### src/rtl/riscv_defines.sv
// Shared RISC-V front-end definitions used by the fetch aligner.
package riscv_defines;
  localparam int RISCV_WORD_WIDTH = 32;
  localparam int RISCV_HALF_WIDTH = 16;

  // Low two bits of the first parcel that mark a full-length instruction
  localparam logic [1:0] RISCV_OPC_32BIT = 2'b11;

  typedef enum logic {
    ALIGN_RUN,
    ALIGN_SKIP
  } align_state_e;
endpackage

### src/rtl/halfword_fifo.sv
// Four-entry halfword buffer. Entry 0 (hw0) is the oldest. One cycle can
// pop 0/1/2 and push 0/1/2 halfwords; pops are applied before pushes so
// a full-rate stream flows without bubbles. Entries at or above count are
// always zero, so hw1 reads as zero whenever fewer than two are held.
module halfword_fifo
  import riscv_defines::*;
#(
  parameter int DEPTH = 4
) (
  input  logic                        clk,
  input  logic                        rst,
  input  logic                        flush,
  input  logic [1:0]                  push_cnt,
  input  logic [RISCV_WORD_WIDTH-1:0] push_data,
  input  logic [1:0]                  pop_cnt,
  output logic [RISCV_HALF_WIDTH-1:0] hw0,
  output logic [RISCV_HALF_WIDTH-1:0] hw1,
  output logic [2:0]                  count
);

  logic [DEPTH-1:0][RISCV_HALF_WIDTH-1:0] mem_q;
  logic [DEPTH-1:0][RISCV_HALF_WIDTH-1:0] mem_d;
  logic [2:0] count_q;
  logic [2:0] base;
  logic [2:0] count_d;

  // Shift out popped entries, then append pushed halfwords behind the survivors
  always_comb begin
    mem_d = mem_q >> {pop_cnt, 4'b0000};
    base  = count_q - {1'b0, pop_cnt};
    if (push_cnt != 2'd0) mem_d[base[1:0]] = push_data[15:0];
    if (push_cnt == 2'd2) mem_d[base[1:0] + 2'd1] = push_data[31:16];
    count_d = base + {1'b0, push_cnt};
  end

  // Storage and occupancy; flush discards everything
  always_ff @(posedge clk) begin
    if (rst || flush) begin
      mem_q   <= '0;
      count_q <= '0;
    end else begin
      mem_q   <= mem_d;
      count_q <= count_d;
    end
  end

  assign hw0   = mem_q[0];
  assign hw1   = mem_q[1];
  assign count = count_q;

endmodule

### src/rtl/fetch_aligner.sv
// Fetch aligner: turns word-aligned fetch words into left-aligned
// instructions with their PC for the decompressor.
// Build option: define ALIGNER_RVC_EN to enable 16-bit (compressed)
// instruction handling; without it every entry is a 32-bit instruction.
module fetch_aligner
  import riscv_defines::*;
#(
  parameter logic [RISCV_WORD_WIDTH-1:0] BOOT_ADDR  = 32'h0000_0000,
  parameter int                          FIFO_DEPTH = 4
) (
  input  logic                        clk,
  input  logic                        rst,
  input  logic                        redirect_i,
  input  logic [RISCV_WORD_WIDTH-1:0] redirect_pc_i,
  input  logic                        fetch_valid_i,
  output logic                        fetch_ready_o,
  input  logic [RISCV_WORD_WIDTH-1:0] fetch_data_i,
  output logic                        instr_valid_o,
  input  logic                        instr_ready_i,
  output logic [RISCV_WORD_WIDTH-1:0] instr_o,
  output logic [RISCV_WORD_WIDTH-1:0] instr_pc_o
);

  align_state_e                  state_q;
  logic [RISCV_WORD_WIDTH-1:0]   pc_q;
  logic [RISCV_HALF_WIDTH-1:0]   hw0;
  logic [RISCV_HALF_WIDTH-1:0]   hw1;
  logic [2:0]                    count;
  logic                          is_compressed;
  logic                          complete;
  logic                          word_acc;
  logic                          consume;
  logic [1:0]                    push_cnt;
  logic [1:0]                    pop_cnt;
  logic [RISCV_WORD_WIDTH-1:0]   push_data;
  logic                          unused_pc_bits;

  // Bit 0 of a redirect target is never meaningful
  assign unused_pc_bits = ^redirect_pc_i[1:0];

`ifdef ALIGNER_RVC_EN
  assign is_compressed = (hw0[1:0] != RISCV_OPC_32BIT);
`else
  assign is_compressed = 1'b0;
`endif

  assign complete      = is_compressed ? (count >= 3'd1) : (count >= 3'd2);
  assign fetch_ready_o = (count <= 3'(FIFO_DEPTH - 2)) | redirect_i;
  assign word_acc      = fetch_valid_i & fetch_ready_o;
  assign instr_valid_o = complete & ~redirect_i;
  assign instr_o       = {(count >= 3'd2) ? hw1 : {RISCV_HALF_WIDTH{1'b0}}, hw0};
  assign instr_pc_o    = pc_q;
  assign consume       = instr_valid_o & instr_ready_i;
  assign pop_cnt       = consume ? (is_compressed ? 2'd1 : 2'd2) : 2'd0;

  // A word arriving with a redirect is stale; after a halfword-aligned
  // redirect only the upper parcel of the first word belongs to the new path
  always_comb begin
    push_cnt  = 2'd0;
    push_data = fetch_data_i;
    if (word_acc && !redirect_i) begin
      if (state_q == ALIGN_SKIP) begin
        push_cnt  = 2'd1;
        push_data = {{RISCV_HALF_WIDTH{1'b0}}, fetch_data_i[31:16]};
      end else begin
        push_cnt = 2'd2;
      end
    end
  end

  halfword_fifo #(
    .DEPTH(FIFO_DEPTH)
  ) u_fifo (
    .clk      (clk),
    .rst      (rst),
    .flush    (redirect_i),
    .push_cnt (push_cnt),
    .push_data(push_data),
    .pop_cnt  (pop_cnt),
    .hw0      (hw0),
    .hw1      (hw1),
    .count    (count)
  );

  // PC tracking and skip-low-half state; redirect overrides everything
  always_ff @(posedge clk) begin
    if (rst) begin
      state_q <= ALIGN_RUN;
      pc_q    <= BOOT_ADDR;
    end else if (redirect_i) begin
`ifdef ALIGNER_RVC_EN
      pc_q    <= {redirect_pc_i[31:1], 1'b0};
      state_q <= redirect_pc_i[1] ? ALIGN_SKIP : ALIGN_RUN;
`else
      pc_q    <= {redirect_pc_i[31:2], 2'b00};
      state_q <= ALIGN_RUN;
`endif
    end else begin
      if (consume) pc_q <= pc_q + {29'd0, pop_cnt, 1'b0};
      if (word_acc && state_q == ALIGN_SKIP) state_q <= ALIGN_RUN;
    end
  end

endmodule
### config.mk
export PLATFORM = sky130hd
export DESIGN_NAME = fetch_aligner
export DESIGN_NICKNAME = d
export VERILOG_FILES = /design/src/rtl/riscv_defines.sv /design/src/rtl/halfword_fifo.sv /design/src/rtl/fetch_aligner.sv
export SDC_FILE = /design/constraint.sdc
export NUM_CORES = 1
export LEC_CHECK = 0
export CAP_MARGIN = 5
export CELL_PAD_IN_SITES_DETAIL_PLACEMENT = 1
export CELL_PAD_IN_SITES_GLOBAL_PLACEMENT = 2
export CORE_MARGIN = 4
export CORE_UTILIZATION = 27
export CTS_CLUSTER_SIZE = 28
export DETAILED_ROUTE_END_ITERATION = 10
export HOLD_SLACK_MARGIN = 0.03
export PLACE_DENSITY = 0.79
export SKIP_LAST_GASP = 1
export SLEW_MARGIN = 20
export SYNTH_ARGS = -nofsm -noshare
export SYNTH_HDL_FRONTEND = slang
export SYNTH_SLANG_ARGS = --single-unit
### constraint.sdc
create_clock -name clk -period 3.95 [get_ports clk]
set_input_delay 0.79 -clock clk [delete_from_list [all_inputs] [get_ports clk]]
set_output_delay 0.79 -clock clk [all_outputs]
set_load 0.03 [all_outputs]
==> impl_metrics.ini <==
[power_and_ir_drop]
sw_frac_of_total = 0.276
power_frac_seq = 0.454
p_leak_nw = 2.09
combPwrFrac = 0.146
peakVddDrop_mv = 0.240
power_mw = 2.30
switching_power_mw = 0.637
powerDensity_nw_per_um2 = 356
p_int_mw = 1.67
clock_power_share = 0.400

[clocking]
clock-sinks = 96
cts_buffers = 9
clk_path_buf_depth = 2
cts_root_buf = clkbuf_16
cts_setup_buffers = 0
cts-resized-gates = 0
cts_tree = built
hold_buffers = 0
clkTransAtPathRegs_ps = 70
htreeDepth = 3
clk-insertion-delay-late_ps = 350

[worst_setup_path]
path_cells = clkdlybuf4s50_1, o21a_1, nand2_2, inv_1, buf_4, ha_1, inv_1, and2_1, buf_4, nand2_1, a21oi_1
crit_slowest_cell = clkdlybuf4s50_1
cp-end-kind = flop
critPathKind = in -> reg
cp-start-kind = input pin
cp.required_ps = 4230
max_stage_delay_ps = 560
critPathMaxFanout = 38
path_buf_inv = 5
critical-path-top-delay-family = buffers and inverters
crit_arrival_ps = 3380

[yosys]
yosysSeqAreaShare = 0.401
synthArstFlopShare = 0
yosys_warnings = 0
synth_cell_type_count = 49
synth_edf_count = 0
postSynthCellCount = 622
syn_area_per_cell_sq_um = 7.70
ys_seq_elements = 96
synth_ff_type = dfxtp_1
syn_area_sq_um = 4790

[route]
wl_mm = 17.3
viasPerCell = 5.38
ant_nets = 0
num_vias = 5052
dr.pass1.iters = 5
drtIter0Drc = 248
drc_errors = 0
wire_per_inst_microns = 18.4

[sta]
hold_viol_final = 0
postLayoutSetupSlackWorst_ps = 841
slew_violations = 0
period_share = 0.787
max_freq_ghz = 0.322
finalSetupViolCount = 0
max_slew.worst_pin.slew_ps = 813
rsz0062_at_grt = false
slew_headroom = 0.458
fin_crit_ps = 3110
finClkSkew_ps = 7.96
fin_tns_setup_ps = 0

[min_path]
min_path_type = reg -> reg

[floorplanning]
die-area_sq_um = 19900
initial_core_util = 0.276
die_w_microns = 141
fp-row-count = 48
core-area_sq_um = 17400
die_h_microns = 141
pin_count = 135

[global_route]
grt_pass1_vias = 5193
grt_max_degree = 71
track_usage = 0.171
overflow = 0
antenna_found_initial = 1
grt_pass1_wl_mm = 27.5

[placement]
dp_worst_setup_slack_ps = 490
dp_hpwl_mm = 11.5
portBuffers = 130
gp_congestion = 0.822
place_area_sq_um = 6160

[cells_and_area]
syn_to_final_growth_pct = 35.0
layout-drive-gt1-share = 0.0476
final_nets = 782
antenna_cells = 0
fin_area_sq_um = 6460

[job]
cap_violations = 0

[outcome]
status = complete, no violations
through the flow:
stage / hold WS [ps] / util / cells
after floorplan: 448 / - / 623
after global placement: 453 / 0.355 / 923
after detailed placement: 463 / 0.355 / 923
after CTS: 474 / 0.372 / 939
after global routing: 482 / 0.372 / 939
final: 473 / 0.372 / 939
layer usage:
layer  share of wire  global-route usage  vias up  wire, microns
li1                -                   -     2399              -
met1            0.45               0.218     2506           7850
met2            0.49               0.292      124           8450
met3           0.035              0.0227       21            607
met4           0.020              0.0643        2            343
met5         0.00075                   0        -             13
state kept, by name, summed over array words and instances, names as in the netlist:
name,cells
u_fifo.mem_q,32
instr_pc_o,30
u_fifo.count,2
u_fifo.hw0,16
u_fifo.hw1,16
power groups by stage:
stage / clock network (mW) / registers [mW] / logic [mW]
floorplan: 0 / 1.09 / 0.140
global placement: 0 / 1.07 / 0.333
detailed placement: 0 / 1.07 / 0.339
CTS: 0.947 / 1.05 / 0.341
global route: 0.982 / 1.05 / 0.363
finish: 0.921 / 1.05 / 0.337
Yosys cell counts, types with 5 or more instances:
cell | count | area share
nand3_1 | 43 | 0.045
and3_1 | 7 | 0.0091
nor4_1 | 7 | 0.0091
nor2_1 | 52 | 0.041
o21ai_0 | 11 | 0.011
o211ai_1 | 5 | 0.0078
clkbuf_1 | 41 | 0.032
or3_1 | 6 | 0.0078
a211oi_1 | 6 | 0.0094
a311oi_1 | 42 | 0.077
nor2b_1 | 18 | 0.024
and4_1 | 7 | 0.013
a21oi_1 | 38 | 0.040
nor3_1 | 6 | 0.0063
inv_1 | 12 | 0.0094
nand4_1 | 14 | 0.018
nand2_1 | 124 | 0.097
buf_4 | 18 | 0.028
or4_1 | 8 | 0.013
dfxtp_1 | 96 | 0.40
final timing paths:
check	from	to	slack [ps]	cells after the start
worst min-delay path	u_fifo.mem_q[57]$_SDFF_PP0_	u_fifo.mem_q[57]$_SDFF_PP0_	470	2
worst max register to register	u_fifo.count[2]$_SDFF_PP0_	u_fifo.mem_q[51]$_SDFF_PP0_	1300	10
worst max-delay path	instr_ready_i	u_fifo.mem_q[51]$_SDFF_PP0_	840	11
worst min register to register	u_fifo.mem_q[57]$_SDFF_PP0_	u_fifo.mem_q[57]$_SDFF_PP0_	470	2
worst min-delay path: stages, from the launching register on:
cell     delay [ps]
dfxtp_1         310
nand3_1          60
a21oi_1          50
layout by cell type, fill, tap and decap left out, types with 3 or more instances in the layout:
cell type,netlist,layout
and4_1,7,7
a211oi_1,6,6
or3_1,6,6
nand2_1,124,121
o31ai_1,3,3
nor2b_1,18,18
a311oi_1,42,42
a221o_1,3,3
nor2_1,52,52
or4_1,8,8
and2_1,4,5
o211ai_1,5,5
dfxtp_1,96,96
xnor2_1,4,4
o21ai_0,11,11
nand4_1,14,14
xor2_1,4,4
clkbuf_16,0,9
a21oi_1,38,38
nor4_1,7,7
buf_4,18,13
ha_1,4,4
a31oi_1,3,3
nor3_1,6,6
and3_1,7,7
inv_6,0,3
clkdlybuf4s50_1,0,129
nand3_1,43,43
nand2_2,0,3
a2111oi_0,4,4
inv_1,12,12
area by class of cell:
class	instances	area [sq um]
Clock buffer	11	243
Clock inverter	5	61.3
Fill cell	2084	10900
Inverter	12	45.0
Multi-Input combinational cell	447	2500
Sequential cell	96	1920
Tap cell	225	282
Timing Repair Buffer	143	1410
cells by family after synthesis:
kind of cell,count (synthesis),synth area share
and+or+nand+nor,303,0.301
other,1,0.000783
DFF,96,0.401
adders and majority gates,4,0.0105
xor gates and xnor gates,8,0.0146
AOI/OAI and AO/OA,130,0.194
buffers and inverters,80,0.0781
Power figures use the tool's default switching activity.
